**src/rtl/spi_sclk_gen.sv**
```systemverilog
// SPI serial-clock generator: a burst of N SCLK periods at an even divisor of i_clk, with CPOL/CPHA strobes.
// Optional feature macro: SPI_SCLK_ABORT_EN (adds i_abort to end a burst early).
module spi_sclk_gen #(
  parameter int DIV_W     = 8,
  parameter int CNT_W     = 5,
  parameter int DEF_DIV   = 2,
  parameter int DEF_NBITS = 8
) (
  input  logic             i_clk,
  input  logic             i_rst_n,
  input  logic             i_cfg_we,
  input  logic [DIV_W-1:0] i_cfg_div,
  input  logic [CNT_W-1:0] i_cfg_nbits,
  input  logic             i_cfg_cpol,
  input  logic             i_cfg_cpha,
  input  logic             i_start_n,
`ifdef SPI_SCLK_ABORT_EN
  input  logic             i_abort,
`endif
  output logic             o_ready,
  output logic             o_sclk,
  output logic             o_lead_edge,
  output logic             o_trail_edge,
  output logic             o_sample,
  output logic             o_shift,
  output logic [CNT_W:0]   o_bit_count,
  output logic             o_done
);

  typedef enum logic [1:0] {
    S_IDLE = 2'd0,
    S_RUN  = 2'd1,
    S_DONE = 2'd2
  } state_e;

  localparam logic [DIV_W-1:0] ONE_DIV = DIV_W'(1);
  localparam logic [CNT_W:0]   ONE_CNT = (CNT_W + 1)'(1);

  state_e           state_q;
  logic [DIV_W-1:0] div_q;
  logic [CNT_W-1:0] nbits_q;
  logic             cpol_q;
  logic             cpha_q;
  logic [DIV_W-1:0] cnt_q;
  logic             sclk_q;
  logic             lead_q;
  logic             trail_q;
  logic             sample_q;
  logic             shift_q;
  logic [CNT_W:0]   bit_count_q;
  logic             done_q;
  logic             ready_q;

  logic [DIV_W-1:0] half_s;
  logic [DIV_W-1:0] last_cnt_s;
  logic [CNT_W:0]   nbits_full_s;
  logic             abort_s;
  logic             is_lead_s;

  // Derived burst parameters: H = max(1, div/2), N = nbits with 0 meaning 2^CNT_W.
  always_comb begin
    if ((div_q >> 1) == '0) begin
      half_s = ONE_DIV;
    end else begin
      half_s = div_q >> 1;
    end
    last_cnt_s = half_s - ONE_DIV;
    if (nbits_q == '0) begin
      nbits_full_s = {1'b1, {CNT_W{1'b0}}};
    end else begin
      nbits_full_s = {1'b0, nbits_q};
    end
`ifdef SPI_SCLK_ABORT_EN
    abort_s = i_abort;
`else
    abort_s = 1'b0;
`endif
    // A toggle away from the idle level is a lead edge, back towards it a trail edge.
    is_lead_s = (sclk_q == cpol_q);
  end

  // Burst FSM with all outputs registered.
  always_ff @(posedge i_clk) begin
    if (!i_rst_n) begin
      state_q     <= S_IDLE;
      div_q       <= DIV_W'(DEF_DIV);
      nbits_q     <= CNT_W'(DEF_NBITS);
      cpol_q      <= 1'b0;
      cpha_q      <= 1'b0;
      cnt_q       <= '0;
      sclk_q      <= 1'b0;
      lead_q      <= 1'b0;
      trail_q     <= 1'b0;
      sample_q    <= 1'b0;
      shift_q     <= 1'b0;
      bit_count_q <= '0;
      done_q      <= 1'b0;
      ready_q     <= 1'b0;
    end else begin
      lead_q   <= 1'b0;
      trail_q  <= 1'b0;
      sample_q <= 1'b0;
      shift_q  <= 1'b0;
      done_q   <= 1'b0;
      case (state_q)
        S_IDLE: begin
          ready_q <= 1'b1;
          if (i_cfg_we) begin
            div_q   <= i_cfg_div;
            nbits_q <= i_cfg_nbits;
            cpol_q  <= i_cfg_cpol;
            cpha_q  <= i_cfg_cpha;
            sclk_q  <= i_cfg_cpol;
          end else if (!i_start_n) begin
            state_q     <= S_RUN;
            cnt_q       <= '0;
            bit_count_q <= '0;
            ready_q     <= 1'b0;
          end else begin
            sclk_q <= cpol_q;
          end
        end
        S_RUN: begin
          if (abort_s || (bit_count_q == nbits_full_s)) begin
            state_q <= S_DONE;
            done_q  <= 1'b1;
            sclk_q  <= cpol_q;
          end else if (cnt_q == last_cnt_s) begin
            cnt_q    <= '0;
            sclk_q   <= ~sclk_q;
            lead_q   <= is_lead_s;
            trail_q  <= ~is_lead_s;
            sample_q <= cpha_q ? ~is_lead_s : is_lead_s;
            shift_q  <= cpha_q ? is_lead_s : ~is_lead_s;
            if (!is_lead_s) begin
              bit_count_q <= bit_count_q + ONE_CNT;
            end else begin
              bit_count_q <= bit_count_q;
            end
          end else begin
            cnt_q <= cnt_q + ONE_DIV;
          end
        end
        S_DONE: begin
          state_q <= S_IDLE;
          ready_q <= 1'b1;
        end
        default: begin
          state_q <= S_IDLE;
          sclk_q  <= cpol_q;
          ready_q <= 1'b0;
        end
      endcase
    end
  end

  assign o_ready      = ready_q;
  assign o_sclk       = sclk_q;
  assign o_lead_edge  = lead_q;
  assign o_trail_edge = trail_q;
  assign o_sample     = sample_q;
  assign o_shift      = shift_q;
  assign o_bit_count  = bit_count_q;
  assign o_done       = done_q;

endmodule
```
**config.mk**
```make
export PLATFORM = sky130hd
export DESIGN_NAME = spi_sclk_gen
export DESIGN_NICKNAME = d
export VERILOG_FILES = /design/src/rtl/spi_sclk_gen.sv
export SDC_FILE = /design/constraint.sdc
export NUM_CORES = 1
export LEC_CHECK = 0
export CAP_MARGIN = 20
export CORE_MARGIN = 3
export CORE_UTILIZATION = 55
export CTS_CLUSTER_SIZE = 12
export DETAILED_ROUTE_END_ITERATION = 8
export PLACE_DENSITY = 0.84
export SLEW_MARGIN = 30
export SYNTH_ARGS = -nofsm -noshare
export SYNTH_HDL_FRONTEND = slang
export SYNTH_SLANG_ARGS = --single-unit
```
**constraint.sdc**
```tcl
create_clock -name i_clk -period 6.5 [get_ports i_clk]
set_input_delay 0.975 -clock i_clk [delete_from_list [all_inputs] [get_ports i_clk]]
set_output_delay 0.975 -clock i_clk [all_outputs]
set_load 0.02 [all_outputs]
```
==> results.toml <==
[worst_setup_path]
critical_path_peak_fanout = 9
rrSetupSlack_ns = 3.53
crit_arrival_ns = 3.23
start_kind = "flip-flop"
end_kind = "flip-flop"
cp.required_ns = 6.76
worstSetupPathType = "reg2reg"

[hold_path]
hp-class = "reg2reg"

[yosys]
yosysMostFrequentCell = "nand2_1"
synth_top_area_share = 0.390
syn_nets = 262
synth_cells = 240
syn_avg_cell_area_sq_um = 7.91
syn_area_sq_um = 1900
yosysTopAreaCell = "dfxtp_1"
synthTopCellsByArea = "dfxtp_1 39%, nand2_1 9.1%, a21oi_1 6.6%, nand3_1 4.5%, xnor2_1 4.2%"
synthArstFlopShare = 0
ys_warn_count = 0
synth_edf_count = 0
ys_seq_elements = 37
synth_common_cells = "46 x nand2_1, 37 x dfxtp_1, 25 x a21oi_1, 17 x nand3_1, 16 x nor2_1"
synth.distinct_cells = 45
synthFlopType = "dfxtp_1"
yosysSeqAreaShare = 0.390

[cts]
htree_levels = 2
cts.reportedPaths.clkPinSlew_ns = 0.11
cts_buffers = 5
ctsResizeCount = 0
cts_buffer_depth = 2
clock_sinks = 37
cts_tree = "done"
cts_root_buf = "clkbuf_4"
cts_hold_buf = 0
post_cts_buffers = 0
worstSkewPairLatency_ns = 0.34

[timing]
period_minus_slack_ns = 2.97
final.setup.tns_ns = 0
timing.fmax_ghz = 0.337
final-setup-viol-count = 0
finalMaxSlewViolations = 0
rsz0062_at_grt = "false"
slew_headroom = 0.528
finalHoldViolCount = 0
skew_ns = 0.0102
worst_slew_pin_slew_ns = 0.704
period_share = 0.457

[placement]
gp_routability_congestion = 0.840
dp_hpwl_microns = 3050
dpl_cell_area_sq_um = 2230
io_buffer_count = 30
place_inst = 307

[die]
design.die.area_sq_um = 4190
io_pins = 32
rows = 20
initial_core_util = 0.598
core_area_sq_um = 3180
die_h_microns = 64.8
die_w_microns = 64.8

[global_route]
grt_max_degree = 27
globalRoute.totalOverflow = 0
grt_pass1_wl_microns = 7220
antenna_found_initial = 0
track_usage = 0.217
grt_pass1_vias = 1633

[power_and_ir_drop]
leakagePower_nw = 0.788
ir_drop_uv = 124
powerDensity_nw_per_um2 = 202
p_total_mw = 0.462

[drt]
drtAntennaViolNets = 0
drtPass1Iterations = 4
routed_wl_microns = 4180
vias_per_cell = 5.65
drc = 0
vias = 1775
drt_iter0_markers = 126
routedWlPerCell_microns = 13.3

[cells_and_area]
area_delta_synth_final_pct = 20.3
stdcell_count = 314
diodes = 0
drive_gt1_frac = 0.0667
nets = 292
fillCellCount = 276
final_cell_area_sq_um = 2280

[run_status]
status = "finished clean"

[job]
drv_cap = 0
layout by cell type, fill, tap and decap left out, types with 2 or more instances in the layout:
cell / count
clkbuf_4: 5
nand3b_1: 2
a31oi_1: 7
xor2_1: 4
nor2b_1: 3
or2_2: 3
dfxtp_1: 37
ha_1: 3
a21oi_1: 25
or4_1: 5
xnor2_1: 9
nand3_1: 17
o21ai_0: 6
nor3_1: 5
or3_1: 7
clkdlybuf4s50_1: 30
nand2_1: 46
nor2_1: 16
o31ai_1: 3
a211oi_1: 3
and3_1: 2
a21oi_2: 2
inv_1: 6
and2_1: 2
worst paths after layout:
check	start	cells past startpoint	to
setup / recovery	div_q[4]	10	o_bit_count[4]
setup reg to reg	div_q[4]	10	o_bit_count[4]
hold / removal	o_ready	2	o_ready
hold reg to reg	o_ready	2	o_ready
registers in the layout, indices dropped and copies added, names as in the netlist:
| name | cells |
|---|---|
| cnt_q | 8 |
| cpha_q | 1 |
| cpol_q | 1 |
| div_q | 7 |
| nbits_q | 5 |
| o_bit_count | 6 |
| o_done | 1 |
| o_lead_edge | 1 |
| o_ready | 1 |
| o_sample | 1 |
| o_sclk | 1 |
| o_shift | 1 |
| o_trail_edge | 1 |
| state_q | 2 |
kinds of logic after synthesis:
family                     count (synthesis)  share of synthesized area
xor gates and xnor gates                  13                     0.0599
muxes                                      1                    0.00527
DFF                                       37                      0.390
AOI/OAI and AO/OA                         53                      0.169
adders and majority gates                  3                     0.0198
buffers and inverters                     15                     0.0349
and+or+nand+nor                          118                      0.321
metrics by stage:
step / hold WS, ns / setup slack, ns / util
after detailed placement: 0.453 / 3.48 / 0.702
after floorplan: 0.449 / 3.81 / -
after CTS: 0.467 / 3.52 / 0.719
final: 0.463 / 3.53 / 0.719
after global placement: 0.442 / 3.55 / 0.702
after global routing: 0.487 / 3.32 / 0.719
critical path, cell delays in order, from the launching register on:
cell and delay (ns):
dfxtp_1 0.42, nor4_4 0.34, a21oi_2 0.10, ha_1 0.32, xnor2_1 0.13, a211oi_1 0.20
o21ai_0 0.18, nor4b_4 0.39, a21oi_2 0.19, or4_1 0.49, a21oi_1 0.14
where the power goes:
group          switching [mW]  internal (mW)
Clock                  0.0720         0.0511
Combinational          0.0488         0.0413
Sequential             0.0126          0.236
per-layer routing:
| layer | GRT usage | part of all wire |
|---|---|---|
| met5 | 0 | 0 |
| met4 | 0.0818 | 0.0086 |
| met3 | 0.0572 | 0.065 |
| met2 | 0.341 | 0.46 |
| met1 | 0.284 | 0.47 |
area by class of cell:
cell class | instances | area, sq um | area share
inverters | 7 | 26.3 | 0.0115
flip-flops and latches | 37 | 741 | 0.324
repair buffers | 31 | 308 | 0.135
well taps | 44 | 55.1 | 0.0241
clock buffers | 7 | 55.1 | 0.0241
multi-input cells | 188 | 1100 | 0.481
No activity file was read; power rests on OpenSTA's default activity.
